$ cat src/rtl/lii_pkt_scheduler.sv
// lii_pkt_scheduler
//   Packet-atomic output scheduler for one LII router output port. Selects one
//   of N_IN input queues and holds the grant from the first beat to the LAST
//   beat. Two traffic classes (hi/lo), each with its own round-robin pointer.
//   The lo class is forced ahead of hi after STARVE_MAX hi completions while lo
//   waits. A lock is aborted if LOCK_TIMEOUT cycles pass with no accepted beat.
//
// Ports
//   clk          clock, rising edge
//   rst          synchronous reset, active-high
//   req          head-beat valid per input queue
//   hi           head-beat class per queue (1 = hi), used at packet start
//   last         head-beat LAST flag per queue
//   out_ready    downstream ready of this output port
//   gnt          one-hot selected requester (crossbar mux select / queue ready)
//   gnt_v        selected requester has a beat (out_valid)
//   gnt_idx      binary index of gnt (0 when gnt is zero)
//   locked       high while mid-packet
//   starve_boost high while lo class is forced ahead of hi
//   err_timeout  one-cycle pulse when a lock is aborted by timeout
module lii_pkt_scheduler #(
  parameter int N_IN         = 4,
  parameter int STARVE_MAX   = 4,
  parameter int LOCK_TIMEOUT = 256,
  parameter int CNT_W        = 9
) (
  input  logic                    clk,
  input  logic                    rst,
  input  logic [N_IN-1:0]         req,
  input  logic [N_IN-1:0]         hi,
  input  logic [N_IN-1:0]         last,
  input  logic                    out_ready,
  output logic [N_IN-1:0]         gnt,
  output logic                    gnt_v,
  output logic [$clog2(N_IN)-1:0] gnt_idx,
  output logic                    locked,
  output logic                    starve_boost,
  output logic                    err_timeout
);

  localparam int IDX_W = $clog2(N_IN);
  localparam int SC_W  = (STARVE_MAX > 0) ? $clog2(STARVE_MAX + 1) : 1;

  typedef enum logic [0:0] {
    IDLE   = 1'b0,
    LOCKED = 1'b1
  } state_t;

  state_t           state, state_nxt;
  logic [IDX_W-1:0] ptr_hi, ptr_lo;
  logic [IDX_W-1:0] owner;
  logic             owner_hi;
  logic [SC_W-1:0]  starve_cnt;
  logic [CNT_W-1:0] to_cnt;

  logic [N_IN-1:0]  hi_req, lo_req, cand;
  logic             cand_hi, use_lo, lo_pending;
  logic [IDX_W-1:0] base, sel;
  logic             sel_found;

  logic             accept;
  logic             start;      // first beat of a multi-beat packet accepted in IDLE
  logic             complete;   // LAST beat accepted
  logic             advance;    // completion or abort: move the class pointer
  logic [IDX_W-1:0] done_idx;
  logic             done_hi;

  function automatic logic [IDX_W-1:0] inc_idx(input logic [IDX_W-1:0] i);
    if (i == IDX_W'(N_IN - 1)) return '0;
    else                       return i + 1'b1;
  endfunction

  assign hi_req       = req & hi;
  assign lo_req       = req & ~hi;
  assign lo_pending   = |lo_req;
  assign starve_boost = (STARVE_MAX != 0) && (starve_cnt == SC_W'(STARVE_MAX));
  assign use_lo       = starve_boost && lo_pending;
  assign cand_hi      = !use_lo && (|hi_req);
  assign cand         = cand_hi ? hi_req : lo_req;
  assign base         = cand_hi ? ptr_hi : ptr_lo;
  assign locked       = (state == LOCKED);

  // First candidate at or after the class pointer, wrapping N_IN-1 -> 0.
  always_comb begin
    int unsigned idx;
    sel       = '0;
    sel_found = 1'b0;
    for (int unsigned i = 0; i < N_IN; i++) begin
      idx = 32'(base) + i;
      if (idx >= N_IN) idx = idx - N_IN;
      if (!sel_found && cand[IDX_W'(idx)]) begin
        sel       = IDX_W'(idx);
        sel_found = 1'b1;
      end
    end
  end

  always_comb begin
    state_nxt   = state;
    gnt         = '0;
    gnt_v       = 1'b0;
    gnt_idx     = '0;
    accept      = 1'b0;
    start       = 1'b0;
    complete    = 1'b0;
    advance     = 1'b0;
    done_idx    = '0;
    done_hi     = 1'b0;
    err_timeout = 1'b0;
    case (state)
      IDLE: begin
        if (sel_found) begin
          gnt[sel] = 1'b1;
          gnt_v    = 1'b1;
          gnt_idx  = sel;
        end
        accept = gnt_v & out_ready;
        if (accept) begin
          if (last[sel]) begin
            complete = 1'b1;
            advance  = 1'b1;
            done_idx = sel;
            done_hi  = hi[sel];
          end else begin
            start     = 1'b1;
            state_nxt = LOCKED;
          end
        end
      end
      LOCKED: begin
        gnt[owner] = 1'b1;
        gnt_v      = req[owner];
        gnt_idx    = owner;
        accept     = gnt_v & out_ready;
        done_idx   = owner;
        done_hi    = owner_hi;
        if (accept) begin
          if (last[owner]) begin
            complete  = 1'b1;
            advance   = 1'b1;
            state_nxt = IDLE;
          end
        end else if (LOCK_TIMEOUT != 0 && to_cnt == CNT_W'(LOCK_TIMEOUT - 1)) begin
          err_timeout = 1'b1;
          advance     = 1'b1;
          state_nxt   = IDLE;
        end
      end
      default: state_nxt = IDLE;
    endcase
  end

  always_ff @(posedge clk) begin
    if (rst) begin
      state      <= IDLE;
      ptr_hi     <= '0;
      ptr_lo     <= '0;
      owner      <= '0;
      owner_hi   <= 1'b0;
      starve_cnt <= '0;
      to_cnt     <= '0;
    end else begin
      state <= state_nxt;

      if (start) begin
        owner    <= sel;
        owner_hi <= hi[sel];
      end

      if (state == LOCKED && !accept && state_nxt == LOCKED)
        to_cnt <= to_cnt + 1'b1;
      else
        to_cnt <= '0;

      if (advance) begin
        if (done_hi) ptr_hi <= inc_idx(done_idx);
        else         ptr_lo <= inc_idx(done_idx);
      end

      // Aborts move the pointer but are not completions for starvation counting.
      if (complete && done_hi && lo_pending) begin
        if (starve_cnt != SC_W'(STARVE_MAX))
          starve_cnt <= starve_cnt + 1'b1;
      end else if (complete && !done_hi) begin
        starve_cnt <= '0;
      end else if (state == IDLE && !lo_pending) begin
        starve_cnt <= '0;
      end
    end
  end

endmodule

$ cat config.mk
export PLATFORM = sky130hd
export DESIGN_NAME = lii_pkt_scheduler
export DESIGN_NICKNAME = d
export VERILOG_FILES = /design/src/rtl/lii_pkt_scheduler.sv
export SDC_FILE = /design/constraint.sdc
export NUM_CORES = 1
export LEC_CHECK = 0
export CAP_MARGIN = 10
export CORE_UTILIZATION = 50
export DETAILED_ROUTE_END_ITERATION = 6
export PLACE_DENSITY = 0.83
export SYNTH_ARGS = -nofsm -noshare
export SYNTH_HDL_FRONTEND = slang
export SYNTH_SLANG_ARGS = --single-unit
$ cat constraint.sdc
create_clock -name clk -period 5.8 [get_ports clk]
set_input_delay 1.45 -clock clk [delete_from_list [all_inputs] [get_ports clk]]
set_output_delay 1.45 -clock clk [all_outputs]
set_load 0.02 [all_outputs]
After elaboration in Yosys (flattened, before gate mapping):

Cells that the tools add are included.

* reductions and logical operators: 27
* bitwise operators: 8
* add/subtract/negate cells: 10
* equal/unequal tests: 5
* magnitude comparators: 12
* multiplexer cells: 70

Operator list (number)
* 1-bit two-way mux: 32
* 2-bit two-way mux: 13
* 2-bit by 3-bit < comparator with 1-bit output (second input constant): 6
* 1-bit binary-select mux with 2-bit select: 8
* 1-bit logical AND: 13
* 3-bit two-way mux: 4
* 1-bit case mux with 2 select lines: 6
* 9-bit by 1-bit adder with 9-bit output (second input constant): 1
* 9-bit by 8-bit == test with 1-bit output (second input constant): 1
* 3-bit >= comparator (second input constant): 3
* 4-bit bitwise AND: 2
* 4-bit two-way mux: 2
* 2-bit case mux with 2 select lines: 2
* 4-bit case mux with 2 select lines: 1
* 4-bit OR reduction: 2
* 2-bit by 1-bit subtractor with 2-bit output (second input constant): 4
* 1-bit zero test: 7
* 2-bit by 2-bit adder with 3-bit output (second input constant): 2
* 2-bit AND reduction: 3
* 1-bit demux with 2-bit select: 2
* 2-bit by 1-bit >= comparator with 1-bit output (second input constant): 2
* 4-bit NOT: 1
* 2-bit by 1-bit adder with 3-bit output (second input constant): 1
* 3-bit by 1-bit adder with 3-bit output (second input constant): 1
* other kinds (10): 13

* input port bits: 15
* register bits after elaboration: 20
* word-level logic and storage cells: 139
* output and inout port bits: 10

Logic depth before layout (Yosys ltp):

Gate-level depths: netlist (run 1).

* depth after elaboration: 30
* gate-level depth with buffers: 13
* gate-level depth less buffers: 13

Least setup slack after synthesis (run 1):

No wires, ideal clock.

* kind: input to output
* start point: input hi[2]
* end point: output gnt[2]
* setup slack: 0.927 ns
* data required time: 4.350 ns
* buffers on the path: 1
* arrival time: 3.423 ns
* stages on the path: 9
* cells stage by stage: buf_4 -> a222oi_1 -> nand2_1 -> nand2_2 -> o21a_4 -> o21ai_1 -> a211oi_4 -> nand2_1 -> o22ai_1

* word-level cells in the longest chain between the ends: 27
* elaborated cells between the ends (all ways): 54
* classes of those cells: 7 x add/sub; 6 x order compare; 26 x mux; 3 x bitwise; 12 x reduce/logical

RTL lines
* start, declared: RTL line 30 `input logic [N_IN-1:0] hi,`
* branches (longest 25 deep; another with 2-bit by 1-bit adder with 3-bit output)
* 4-bit two-way mux *: RTL line 112 `if (sel_found) begin`
* 4-bit case mux with 2 select lines *: RTL line 110 `case (state)`
* end, declared: RTL line 33 `output logic [N_IN-1:0] gnt,`

Every way passes the cells marked *. The select of a mux whose other input is x is not followed.

Final worst setup path (run 1):

* start point: input hi[1]
* end point: output gnt_idx[1]

* word-level cells in the longest chain between the ends: 23
* elaborated cells between the ends (all ways): 49
* classes of those cells: 7 x add/sub; 4 x order compare; 24 x mux; 3 x bitwise; 11 x reduce/logical

RTL lines
* branches (longest 21 deep; another with 2-bit by 1-bit adder with 3-bit output)
* 2-bit two-way mux *: RTL line 112
* 2-bit case mux with 2 select lines *: RTL line 110
* end, declared: RTL line 35 `output logic [$clog2(N_IN)-1:0] gnt_idx,`

Marks and branches as above.

==> results.md, run 1 <==
* Clock-pin slew of the registers on the worst-case setup and hold paths at 0.12 ns
* # clock sinks at 20
* Core footprint at 0.00310 mm^2
* Largest net degree at the start of global routing at 15
* Arr. time, crit path at 4.27 ns
* Util after Layout at 69.1%
* Leakage at 0.829 nW
* Antenna-violating nets left at 0
* Register area share after synthesis at 24.0%
* Pin slew with the least headroom to its limit at 0.550 ns
* CTS tree: done
* Synth area leader: dfxtp_1
* Sw Share at 34.5%
* Top FF cell, synth: dfxtp_1
* Slowest cell delay on critical path at 0.60 ns
* FMAX at 175 MHz
* CTS root buffer: clkbuf_4
* Via count at 1,697
* Antenna violations before repair at 0
* Power Density at 209 mW/mm^2
* Slew headroom at 63.0%
* RSZ-0062 raised after global routing: true
* H-tree levels at 1
* Synthesized Nets at 224
* Combinational share of power at 39.6%
* Diode count at 0
* Drc violations at 0
* Final net count at 264
* Initial DRC Count at 143
* Crit path capture type: output port
* Placed cell areas at 0.00204 mm^2
* Drt wl/cell at 15.4 um
* Register Area at 400 um^2
* Final HPWL DP at 3380 um
* Tightest Hold Check Type: reg2reg
* Fin Setup TNS at 0 ns
* TritonRoute pass-1 iters at 4
* Yosys warns at 0
* Final Hold Vio Count at 0
* First-pass GRT wire length at 7300 um
* Startpoint types: input pin
* Total grt overflow at 0
* Drt via density at 5.89
* CP delay by family, top: compound AO/OA/AOI/OAI gates
* CTS buffer count at 3
* Post-synth top area share at 24.0%
* Cell Chain, Critical Path: clkdlybuf4s50_1 -> a222oi_1 -> nand2_1 -> nand2_2 -> o21a_4 -> o21ai_1 -> a211oi_4 -> nand2_1 -> nand2_1 -> clkdlybuf4s50_1
* # setup viols final at 0
* Die Span X at 59.7 um
* Max IR drop VDD at 0.000178 V
* Port Buf Inserts at 24
* P_int at 0.293 mW
* Layout cells sized above 1 at 16.4%
* Final slew viol count at 0
* Wirelength, routed at 4430 um
* CP most frequent cell: nand2_1
* Total track usage at 27.0%
* Cell Area, Synth at 0.00167 mm^2
* FFs w/ async S/R, synth at 0%
* P_sw at 0.155 mW
* Rows at 20
* Critical Path Slowest Stage Cell: clkdlybuf4s50_1
* Cell with the most instances after synthesis: nor2_1
* Tcrit/Tclk final at 98.5%
* Gpl congestion at 0.930
* Clk pwr share at 26.0%
* Post-layout minimum cycle time at 5.72 ns
* Clock Skews at 0.00763 ns
* Syn avg cell area at 8.13 um^2
* Final instance area at 0.00214 mm^2
* Yosys reg bits at 20
* Critical path peak fanout at 7
* Vias in the first global route at 1,563
* Die height at 59.7 um
* Status: complete, no violations
* Yosys cell types at 55
* Crit path required time at 4.35 ns
* Max_cap viols at 0
* Initial Util at 53.7%
* Flop pwr share at 34.4%
* Area Overhead vs Synth at 28.7%
* Post-synth EDFFs at 0
* Bufs on Longest Clock Path at 2
* Hold_ws at 0.491 ns
* Post-synth top cells: nor2_1 (24), nand2_1 (21), dfxtp_1 (20)
* Buffer and inverter count on the worst path at 2
* DIE AREA at 0.00357 mm^2
* IO Pins at 25
* Clk_lat worst skew at 0.31 ns
* Post-synthesis cell count at 205
* Kind of critical path: in2out
* Filler cells at 259
* Area of the multi-input gates at 0.00122 mm^2
* Total Power at 0.448 mW
* Synth top area cells: dfxtp_1 (24%), nor2_1 (5.4%), nand2_1 (4.7%)
[per-stage QoR]
step           setup slack (ns)  instances
4_1_cts                 0.00659        286
6_report                 0.0846        288
3_3_place_gp             0.0297        282
2_1_floorplan             0.927        205
3_5_place_dp            0.00997        282
5_1_grt                 -0.0631        288
[worst paths after layout]
kind | from | end | slack (ns) | cells after the start
hold reg to reg | owner_hi | owner_hi | 0.49 | 2
setup reg to reg | starve_cnt[0] | starve_cnt[2] | 2.15 | 14
setup / recovery | hi[1] | gnt_idx[1] | 0.08 | 10
hold / removal | owner_hi | owner_hi | 0.49 | 2
[kinds of logic (layout without fill, tap and decap cells)]
logic type               after synthesis  in the layout  synth area share, %
AO/OA/AOI/OAI                         49             49                 23.8
XOR/XNOR                               8              8                 4.20
adder cells (fa/ha/maj)                4              4                 3.00
buffers and inverters                 17             56                 4.05
flip-flops                            20             20                 24.0
multiplexers                          12             12                 11.3
AND/OR/NAND/NOR                       95             95                 29.6
[timing repair]
item / 4_1_cts / 5_1_grt
setup buffers: 0 / 2
gates resized for setup: 0 / 9
hold buffers: 0 / 0
endpoints found under the setup margin: 0 / 7
[metal layers]
layer	GRT usage, %	up-vias	share of wire [%]
li1	-	830	-
met1	36.1	808	45
met2	46.7	57	49
met3	4.11	2	5.2
met4	3.65	0	0.29
met5	0	-	0
[layout by cell type (no fill, tap or decap), types with 2 or more instances in the layout]
cell type        instances
buf_4                   16
nor4_1                   3
inv_1                   12
a21oi_1                 10
nand3_1                  8
mux2i_1                  5
nand2b_1                 9
xor2_1                   2
nor3_1                   7
a21o_1                   2
nand3b_1                 3
ha_1                     4
and2_1                   2
o32ai_1                  2
clkbuf_4                 3
clkdlybuf4s50_1         20
nor2b_1                  4
nand4_1                  2
nand2_1                 21
xnor2_1                  6
nor2_1                  23
nor3b_1                  2
or2b_1                   2
and3_1                   2
a21oi_2                  2
o22ai_1                  2
mux4_2                   2
dlymetal6s2s_1           4
dfxtp_1                 20
o21ai_0                 11
o21ai_1                  3
mux2_4                   2
mux4_1                   2
[flip-flops by register name (all words and copies together), names as in the netlist]
register / cells
to_cnt: 9
starve_cnt: 3
owner: 2
ptr_hi: 2
ptr_lo: 2
locked: 1
owner_hi: 1
[layout make-up]
| type | count | area share (%) |
|---|---|---|
| Inverter | 12 | 2.10 |
| Sequential cell | 20 | 18.7 |
| Timing Repair Buffer | 40 | 17.3 |
| Tap cell | 44 | 2.57 |
| Clock buffer | 3 | 1.05 |
| Clock inverter | 1 | 1.40 |
| Multi-Input combinational cell | 168 | 56.9 |
[power by group through the flow]
stage	registers, mW	clock network [mW]	logic [mW]
floorplan	0.151	0	0.113
global placement	0.156	0	0.168
detailed placement	0.156	0	0.170
CTS	0.153	0.117	0.173
global route	0.155	0.124	0.191
finish	0.154	0.116	0.177
[worst register-to-register path, cell delays in order (launching register included)]
cell	delay (ns)
dfxtp_1	0.36
inv_1	0.06
ha_1	0.16
nand2_1	0.12
inv_1	0.18
o41ai_4	0.13
buf_4	0.16
a22oi_1	0.19
o21ai_1	0.16
a211oi_4	0.35
buf_4	0.23
mux2_4	0.30
a221o_1	0.44
a2111o_1	0.47
a221oi_2	0.27
Note: power is estimated with default switching activity, not from simulation.
==> run 2: changes to the inputs <==
--- a/config.mk
+++ b/config.mk
@@ -5,8 +5,9 @@
 export SDC_FILE = /design/constraint.sdc
 export NUM_CORES = 1
 export LEC_CHECK = 0
-export CAP_MARGIN = 10
+export CAP_MARGIN = 0
 export CORE_UTILIZATION = 50
+export CTS_CLUSTER_SIZE = 30
 export DETAILED_ROUTE_END_ITERATION = 6
 export PLACE_DENSITY = 0.83
 export SYNTH_ARGS = -nofsm -noshare
==> results of run 2 <==
Final layout, timing and power as in run 1 (identical DEF).
